### src/rtl/demux_serializer.sv
// Serialises MST_DWIDTH-bit words into SYS_DWIDTH-bit beats and routes them
// to one of NUM_CH decryption-core inputs.
module demux_serializer #(
    parameter int MST_DWIDTH = 32,
    parameter int SYS_DWIDTH = 8,
    parameter int NUM_CH     = 3,
    parameter int SEL_W      = 2,
    parameter bit MSB_FIRST  = 1'b1
) (
    input  logic                         clk_sys,
    input  logic                         rst,
    input  logic [SEL_W-1:0]             select,
    input  logic [MST_DWIDTH-1:0]        data_i,
    input  logic                         valid_i,
    output logic                         ready_o,
    output logic [NUM_CH*SYS_DWIDTH-1:0] data_o,
    output logic [NUM_CH-1:0]            valid_o,
    output logic                         busy_o,
    output logic                         err_o
);

    localparam int BEATS = MST_DWIDTH / SYS_DWIDTH;
    localparam int CNT_W = (BEATS > 1) ? $clog2(BEATS) : 1;

    typedef enum logic [0:0] {
        IDLE  = 1'b0,
        SHIFT = 1'b1
    } state_t;

    state_t                        state_q, state_d;
    logic [CNT_W-1:0]              cnt_q, cnt_d;
    logic [MST_DWIDTH-1:0]         shreg_q, shreg_d;
    logic [SEL_W-1:0]              ch_q, ch_d;
    logic [NUM_CH*SYS_DWIDTH-1:0]  data_q, data_d;
    logic [NUM_CH-1:0]             valid_q, valid_d;
    logic                          err_q, err_d;

    logic                          last;
    logic                          accept;
    logic                          sel_ok;
    logic                          emit;
    logic [SYS_DWIDTH-1:0]         beat;

    function automatic logic [SYS_DWIDTH-1:0] beat_of(
        input logic [MST_DWIDTH-1:0] w
    );
        if (MSB_FIRST) return w[MST_DWIDTH-1 -: SYS_DWIDTH];
        else           return w[SYS_DWIDTH-1:0];
    endfunction

    // Moves the next beat into the position beat_of() reads from.
    function automatic logic [MST_DWIDTH-1:0] shift_of(
        input logic [MST_DWIDTH-1:0] w
    );
        if (MSB_FIRST) return w << SYS_DWIDTH;
        else           return w >> SYS_DWIDTH;
    endfunction

    assign last    = (state_q == SHIFT) && (cnt_q == CNT_W'(BEATS - 1));
    assign ready_o = (state_q == IDLE) || last;
    assign accept  = valid_i && ready_o;
    assign sel_ok  = 32'(select) < 32'(NUM_CH);

    assign data_o  = data_q;
    assign valid_o = valid_q;
    assign busy_o  = (state_q == SHIFT);
    assign err_o   = err_q;

    always_ff @(posedge clk_sys or posedge rst) begin
        if (rst) begin
            state_q <= IDLE;
            cnt_q   <= '0;
            shreg_q <= '0;
            ch_q    <= '0;
            data_q  <= '0;
            valid_q <= '0;
            err_q   <= 1'b0;
        end else begin
            state_q <= state_d;
            cnt_q   <= cnt_d;
            shreg_q <= shreg_d;
            ch_q    <= ch_d;
            data_q  <= data_d;
            valid_q <= valid_d;
            err_q   <= err_d;
        end
    end

    always_comb begin
        state_d = state_q;
        cnt_d   = cnt_q;
        unique case (state_q)
            IDLE: begin
                cnt_d = '0;
                if (accept && sel_ok && (BEATS > 1)) state_d = SHIFT;
            end
            SHIFT: begin
                if (!last) begin
                    cnt_d = cnt_q + CNT_W'(1);
                end else begin
                    cnt_d   = '0;
                    state_d = (accept && sel_ok) ? SHIFT : IDLE;
                end
            end
            default: begin
                state_d = IDLE;
                cnt_d   = '0;
            end
        endcase
    end

    always_comb begin
        shreg_d = shreg_q;
        ch_d    = ch_q;
        err_d   = 1'b0;
        emit    = 1'b0;
        beat    = '0;
        data_d  = '0;
        valid_d = '0;
        if (accept) begin
            if (sel_ok) begin
                shreg_d = shift_of(data_i);
                ch_d    = select;
                beat    = beat_of(data_i);
                emit    = 1'b1;
            end else begin
                err_d = 1'b1;
            end
        end else if ((state_q == SHIFT) && !last) begin
            shreg_d = shift_of(shreg_q);
            beat    = beat_of(shreg_q);
            emit    = 1'b1;
        end
        for (int c = 0; c < NUM_CH; c++) begin
            if (emit && (ch_d == SEL_W'(c))) begin
                data_d[c*SYS_DWIDTH +: SYS_DWIDTH] = beat;
                valid_d[c]                         = 1'b1;
            end
        end
    end

endmodule

### config.mk
export PLATFORM = sky130hd
export DESIGN_NAME = demux_serializer
export DESIGN_NICKNAME = d
export VERILOG_FILES = /design/src/rtl/demux_serializer.sv
export SDC_FILE = /design/constraint.sdc
export NUM_CORES = 1
export LEC_CHECK = 0
export ABC_AREA = 1
export BUFFER_PORTS_ARGS = -buffer_cell sky130_fd_sc_hd__buf_2
export CORE_UTILIZATION = 55
export CTS_BUF_LIST = sky130_fd_sc_hd__clkbuf_16
export DETAILED_ROUTE_END_ITERATION = 8
export PLACE_DENSITY_LB_ADDON = 0.15
export SLEW_MARGIN = 5
export SYNTH_ARGS = -nofsm -noshare
export SYNTH_HDL_FRONTEND = slang
export SYNTH_SLANG_ARGS = --single-unit
### constraint.sdc
create_clock -name clk_sys -period 2.4 [get_ports clk_sys]
set_input_delay 0.24 -clock clk_sys [delete_from_list [all_inputs] [get_ports clk_sys]]
set_output_delay 0.24 -clock clk_sys [all_outputs]
set_load 0.01 [all_outputs]
-- Word level (Yosys, flattened, before mapping)
Cells that the tools add are included.
- bits in registers: 65
- output and inout port bits: 30
- bits of input ports: 37
- magnitude comparators: 1
- equal/unequal tests: 4
- multiplexer cells: 24
- bitwise logic cells: 1
- reduce and logical (&&, ||, !) cells: 12
- $add $sub $neg: 1
- operator list (operator ; count):
    2-to-1 mux 32 bit ; 3
    2-to-1 mux 8 bit ; 6
    2-to-1 mux 1 bit ; 10
    logical AND 1 bit ; 7
    2-to-1 mux 2 bit ; 3
    == test 2 bit, second input constant ; 2
    one-hot mux 2 bit (2 select lines) ; 1
    adder 2 x 1 -> 2 bit, second input constant ; 1
    == test 2 x 1 -> 1 bit, second input constant ; 1
    logical NOT 2 bit ; 1
    < comparator 2 bit, second input constant ; 1
    inequality test 2 x 1 -> 1 bit, second input constant ; 1
    one-hot mux 1 bit (2 select lines) ; 1
    AND reduction 2 bit ; 1
    nonzero test 2 bit ; 1
    logical NOT 1 bit ; 1
    logical OR 1 bit ; 1
    inverter 1 bit ; 1

-- Depth between registers and ports, before layout
Gate-level depths: netlist of run 1.
- depth after elaboration: 8
- gate-level depth with buffers: 10

-- Least setup slack after synthesis of run 1
No wires, ideal clock.
- path type: flip-flop to flip-flop
- start point: register cnt_q[0]
- end point: register data_q[10] (netlist: data_o[10])
- path buffers: 1
- data required time: 2.327 ns
- cell stages (with the launch flop): 10
- data arrival time: 1.349 ns
- setup slack: 0.978 ns
- cell sequence: dfrtp_1 -> ha_1 -> inv_1 -> nand2_2 -> nand2_1 -> buf_6 -> nand2_1 -> nand2_2 -> nand3_4 -> nor2_1
- word-level cells in the longest chain between the ends: 8
- elaborated cells between the ends (all ways): 14
- ends and longest elaborated chain (what ; line ; source):
    start, declared ; 31 ; logic [CNT_W-1:0] cnt_q, cnt_d;
    start signal, assigned ; 80 ; cnt_q <= cnt_d;
    == test 2 bit ; 59 ; assign last = (state_q == SHIFT) && (cnt_q == CNT_W'(BEATS - 1));
    logical AND 1 bit ; 59 ;
    logical OR 1 bit ; 60 ; assign ready_o = (state_q == IDLE) || last;
    logical AND 1 bit ; 61 ; assign accept = valid_i && ready_o;
    2-to-1 mux 2 bit ; 120 ; if (accept) begin
    via ch_d[0] ; 33 ; logic [SEL_W-1:0] ch_q, ch_d;
    == test 2 x 1 -> 1 bit ; 135 ; if (emit && (ch_d == SEL_W'(c))) begin
    logical AND 1 bit ; 135 ;
    2-to-1 mux 8 bit ; 135 ;
    via data_d[10] ; 34 ; logic [NUM_CH*SYS_DWIDTH-1:0] data_q, data_d;
    end signal, assigned ; 83 ; data_q <= data_d;
    end, declared ; 34 ;
The timed path passes the listed nets, and every way through them passes these cells.
A chain may end at the register's enable or synchronous reset.

-- Final worst setup path of run 1
- start point: register cnt_q[0]
- end point: register shreg_q[30]
- word-level cells in the longest chain between the ends: 6
- elaborated cells between the ends (all ways): 10
- ends and longest elaborated chain (what ; line ; source):
    == test 2 bit (*) ; 59 ;
    logical AND 1 bit (*) ; 59 ;
    logical OR 1 bit / logical NOT 1 bit (equally long branches) ; 60, 129 ;
    logical AND 1 bit, on equally long branches ; 61, 129 ;
    inequality test 2 x 1 -> 1 bit (no line) / nonzero test 2 bit (equally long branches) ; -- ;
    AND reduction 2 bit (no line) ; -- ;
    end signal, assigned ; 81 ; shreg_q <= shreg_d;
    end, declared ; 32 ; logic [MST_DWIDTH-1:0] shreg_q, shreg_d;
Every way passes the cells marked *; elsewhere a longest branch is shown, timed or not.

==> run summary, run 1 <==
Hold Crit Class = primary input to asynchronous set/reset pin
Drt drc = 0
Commonest non-fill, non-tap cell in the layout = nand2_1
Placed cells = 381
Layout cells sized above 1 = 28.0%
GR Overflow Total = 0
Post-CTS setup buffers = 0
Dpl hpwl = 3240 um
CORE AREA = 4090 um^2
Hold_buf cts = 0
Pleak = 1.73 nW
Max incr delay on CP = 390 ps
Synth-to-Final Area Change = 28.0%
Clock Latency Late Sink = 320 ps
Synth area leader = dfrtp_1
Sw Pwr = 1.42 mW
Reg2reg start = cnt_q[0]
Slew @ Worst Pin = 664 ps
Startpoint Class = register
Status = completed
Syn Nets = 308
Seq pwr share = 34.2%
Worst reg-to-reg setup slack = 510 ps
Die width = 68.1 um
Hold_ws = 7.53 ps
Routed WL per cell = 12.5 um
Setup TNS = 0 ps
Die H = 68.1 um
Crit path DAT = 2130 ps
Worst rel slew slack = 55.7%
FP Rows = 23
GR Util met3 = 7.00%
Antenna viol nets, final = 0
Ys Warns = 0
Clock power frac = 32.3%
H-tree depth = 3
Cells after Synth = 270
Starting Density = 58.8%
RSZ-0062 raised after global routing = false
Max rail drop VDD = 0.795 mV
Initial DRC count = 130
Initial antenna violation count = 0
NumNets Final = 380
GRT Resource Usage Total = 24.9%
Vias in the first global route = 1,884
Port bufs = 66
Period utilization = 78.9%
GP Congestion = 0.775
Met2 GRT Util = 44.4%
Critical path, cell by cell = ha_1 -> inv_1 -> nand2_2 -> nand2_1 -> buf_4 -> nand2_1 -> nand2_1 -> nand2_1 -> o21ai_0
Worst Skew = 4.43 ps
Yosys top cell area share = 59.4%
Most used cell, CP = nand2_1
Sw Share = 34.9%
R2r worst-path depth = 9
Commonest cells after routing, fill and taps aside = 82 x nand2_1, 66 x buf_2, 57 x dfrtp_1, 41 x nor2_1, 20 x inv_1
Die ar. = 4630 um^2
First-pass GRT wire length = 8070 um
Busiest grt layer = met2
Design Power = 4.06 mW
CTS tree = yes
Mapped Avg Cell Area = 8.89 um^2
Fin crit period = 1890 ps
Num CTS Buffers = 9
Pin count of the biggest net entering global routing = 33
Worst-path clk slew = 50 ps
RR Endpoint = shreg_q[30]
Sink Count = 57
Routed WL = 4980 um
Vias = 1,960
Cell area after placement = 2760 um^2
Logic pwr share = 33.6%
Final hold violations = 0
Synth top area cells = dfrtp_1 59%, nand2_1 13%, nor2_1 6.4%
Bufs and invs on worst path = 2
Diode count = 0
DR vias/cell = 4.94
Power density over the cells = 1320 nW/um^2
Max-slew violations = 0
M1 GR Usage = 26.7%
Final Cell Area = 3070 um^2
Crit. End Element = register
Worst setup path category = register to register
Drt first pass iters = 6
Final instance count without filler cells = 397
Clk root buf = clkbuf_16
I/O pin cnt = 67
Max_cap viols = 0
Resize count post-CTS = 0
Netlist cell types = 21
Crit path required time = 2640 ps
Clock Tree Buf Depth = 2
CP max FO = 19
Synthesized area = 2400 um^2
Largest delay share family, worst path = simple AND/OR/NAND/NOR gates
F_max = 0.528 GHz
Final setup vio count = 0
Power Internal = 2.64 mW
Synth Register Bits = 57
Sequential-to-total area share from yosys stat = 59.4%
Slowest CP cell = dfrtp_1
routing by layer:
| layer | share of wire, % | vias up |
|---|---|---|
| met1 | 43 | 900 |
| met3 | 5.1 | 6 |
| met5 | 0 | - |
| met4 | 1.5 | 0 |
| met2 | 50 | 67 |
| li1 | - | 987 |
worst max-delay path by stage:
stage                         from           to  depth (start not counted)
after floorplan                rst       busy_o                          1
after global placement    cnt_q[0]  shreg_q[16]                          8
after detailed placement  cnt_q[0]  shreg_q[30]                          9
after CTS                 cnt_q[0]  shreg_q[30]                          9
after global routing      cnt_q[0]   data_o[14]                          8
final                     cnt_q[0]  shreg_q[30]                          9
synthesized netlist by cell type (all sizes together):
master and n:
nor3 8, dfrtp 57, o21ai 16, o21a 6, buf 11, a21oi 2
nand3 20, ha 1, nor2 41, nand2 85, inv 23
layout make-up:
| cell class | instances | area (um^2) |
|---|---|---|
| Sequential cell | 57 | 1430 |
| Tap cell | 50 | 62.6 |
| Inverter | 23 | 86.3 |
| Fill cell | 303 | 1010 |
| Clock buffer | 9 | 225 |
| Timing Repair Buffer | 72 | 375 |
| Clock inverter | 7 | 85.1 |
| Multi-Input combinational cell | 179 | 813 |
cell families after synthesis:
group                      Yosys count  share of synthesized area [%]
adders and majority gates            1                          0.521
buffers and inverters               34                           6.72
DFF                                 57                           59.4
and+or+nand+nor                    154                           27.1
AOI/OAI and AO/OA                   24                           6.25
power groups by stage:
| stage | logic [mW] | clock network [mW] | registers, mW |
|---|---|---|---|
| 2_1_floorplan | 0.936 | 0 | 1.45 |
| 3_3_place_gp | 1.31 | 0 | 1.38 |
| 3_5_place_dp | 1.34 | 0 | 1.39 |
| 4_1_cts | 1.37 | 1.32 | 1.39 |
| 5_1_grt | 1.55 | 1.37 | 1.42 |
| 6_report | 1.36 | 1.31 | 1.39 |
stage by stage:
| stage | setup WS [ps] | util [%] |
|---|---|---|
| 6_report | 505 | 75.2 |
| 5_1_grt | 379 | 75.2 |
| 4_1_cts | 506 | 75.2 |
| 3_5_place_dp | 573 | 67.6 |
| 3_3_place_gp | 651 | 67.6 |
| 2_1_floorplan | 760 | - |
state kept, by name, indices dropped and copies added, names as in the netlist:
name,count
cnt_q,2
busy_o,1
ch_q,2
err_o,1
data_o,24
valid_o,3
shreg_q,24
Note: power is estimated with default switching activity, not from simulation.
==> run 2: changes to the inputs <==
- CORE_UTILIZATION: 55 -> 51
- clock period: 2.4 -> 1.9 ns (I/O delays scaled with it)
==> run 2 against run 1 <==
  * The run now ends with design-rule violations left
  * Die area increased by 7.6%
  * Sequential share of layout area decreased by 0.13 points
  * First-iteration DRC count decreased by 32%
  * Critical path depth decreased by 3
  * Utilization decreased by 5.9 points
  * Count of clock-buffer cells in the layout unchanged
  * Cell area increased by 0.28%
  * Flip-flop and latch count unchanged
  * Sequential power increased by 25%
  * Maximum frequency increased by 13%
  * Setup slack got worse by 290 ps
  * Worst hold slack improved by 91 ps
==> run summary, run 2 (synthesis gave the netlist of run 1 again) <==
Status = finished with violations
Failing checks = design-rule violations
Max_cap viols = 0 (unchanged)
Worst rel slew slack = 61.2% (+5.6 points)
Worst-path clk slew = 50 ps (about the same)
Final setup vio count = 0 (unchanged)
Critical path, cell by cell = ha_1 -> inv_1 -> nand2_2 -> o21ai_4 -> nand3_4 -> nor3_1
Port bufs = 66 (unchanged)
Power density over the cells = 1620 nW/um^2 (+23%)
Highest Signal Layer = met4
RSZ-0062 raised after global routing = false
Hold_ws = 99.0 ps (+91.4 ps)
Setup TNS = 0 ps (unchanged)
Commonest cells after routing, fill and taps aside = 82 x nand2_1, 66 x buf_2, 57 x dfrtp_1, 41 x nor2_1, 20 x inv_1
Met2 WL = 2370 um (-5.5%)
Vias in the first global route = 1,845 (-2.1%)
Crit path required time = 2120 ps (-520 ps)
Initial antenna violation count = 0 (unchanged)
Final instance count without filler cells = 401 (+1.0%)
Fin crit period = 1680 ps (-213 ps)
H-tree depth = 3 (unchanged)
GR Overflow Total = 0 (unchanged)
Clk root buf = clkbuf_16
Die H = 70.6 um (+3.7%)
Core Util, Final = 69.4% (-5.9 points)
Crit. End Element = register
Pin count of the biggest net entering global routing = 34 (+3.0%)
CTS tree = yes
Sink Count = 57 (unchanged)
DR vias/cell = 4.93 (-0.19%)
Hold Crit Class = primary input to register
Diode count = 0 (unchanged)
Worst setup path category = register to register
Die width = 70.6 um (+3.7%)
Clock Tree Buf Depth = 2 (unchanged)
Initial DRC count = 88 (-32%)
Layout cells sized above 1 = 28.4% (+0.41 points)
Pleak = 1.74 nW (+0.28%)
Dpl hpwl = 3200 um (-0.98%)
Antenna viol nets, final = 0 (unchanged)
Slowest CP cell = dfrtp_1
FP Rows = 24 (+4.3%)
Die ar. = 4990 um^2 (+7.6%)
Routed WL per cell = 12.0 um (-4.3%)
Period utilization = 88.5% (+9.5 points)
Commonest non-fill, non-tap cell in the layout = nand2_1
Num CTS Buffers = 9 (unchanged)
CORE AREA = 4440 um^2 (+8.8%)
Vias = 1,976 (+0.82%)
Crit path DAT = 1900 ps (-230 ps)
Drt first pass iters = 6 (unchanged)
Max incr delay on CP = 370 ps (-20 ps)
First-pass GRT wire length = 8210 um (+1.8%)
M1 wire length = 2050 um (-4.2%)
NumNets Final = 382 (+0.53%)
GP Congestion = 0.804 (+3.7%)
Final hold violations = 0 (unchanged)
F_max = 0.595 GHz (+13%)
GRT Resource Usage Total = 21.8% (-3.1 points)
Startpoint Class = register
Design Power = 4.99 mW (+23%)
Max-slew violations = 0 (unchanged)
Starting Density = 54.0% (-4.7 points)
Clock Latency Late Sink = 320 ps (about the same)
Max rail drop VDD = 0.826 mV (+3.9%)
CP max FO = 19 (unchanged)
Synth-to-Final Area Change = 28.4%
Placed cells = 384 (+0.79%)
Routed WL = 4810 um (-3.3%)
I/O pin cnt = 67 (unchanged)
Post-CTS setup buffers = 0 (unchanged)
Drt drc = 15 (+15)
WL met3 = 304 um (+19%)
Worst Skew = 2.32 ps (-2.11 ps)
Slew @ Worst Pin = 579 ps (-84.5 ps)
run 2: area by class of cell:
class	instances	area [um^2]
clock buffer	9	225
clock inverter	7	61.3
fill	371	1360
inverter	23	86.3
multi-input combinational	179	813
sequential	57	1430
tap	52	65.1
timing repair buffer	74	405
run 2: stage by stage:
step / cell area (um^2) / worst slack, ps
after floorplan: 2400 / 310
after global placement: 2790 / 293
after detailed placement: 2790 / 260
after CTS: 3080 / 222
after global routing: 3080 / 45.6
final: 3080 / 219
run 2: worst paths after layout:
| path | from | to | slack, ps | cells past startpoint |
|---|---|---|---|---|
| min | data_i[4] | shreg_q[12] | 100 | 3 |
| max reg2reg | cnt_q[0] | data_o[4] | 220 | 6 |
| max in group asynchronous | rst | cnt_q[1] | 900 | 4 |
| min in group asynchronous | rst | valid_o[1] | 460 | 3 |
| min reg2reg | cnt_q[0] | cnt_q[0] | 430 | 1 |
| max | cnt_q[0] | data_o[4] | 220 | 6 |
run 2: worst max-delay path, delay by kind of cell, from the launching register on:
family,cells,cell delay [ps]
buffers and inverters,1,100
adder cells (fa/ha/maj),1,190
AND/OR/NAND/NOR,3,640
AO/OA/AOI/OAI,1,290
flip-flops,1,370
run 2: report_power, final:
| part | switching, mW | internal, mW |
|---|---|---|
| clock network | 0.512 | 0.996 |
| registers | 0.141 | 1.60 |
| logic | 1.12 | 0.616 |
run 2: repair_timing:
item / CTS / global route
resized for setup: 0 / 0
hold endpoints to repair: 24 / 0
hold buffers: 1 / 0
run 2: per-layer routing:
layer  vias to the layer above  track usage (%)
met5                         -                0
met2                        78             35.5
met3                        11             5.13
met1                       897             26.9
li1                        990                -
met4                         0             12.7
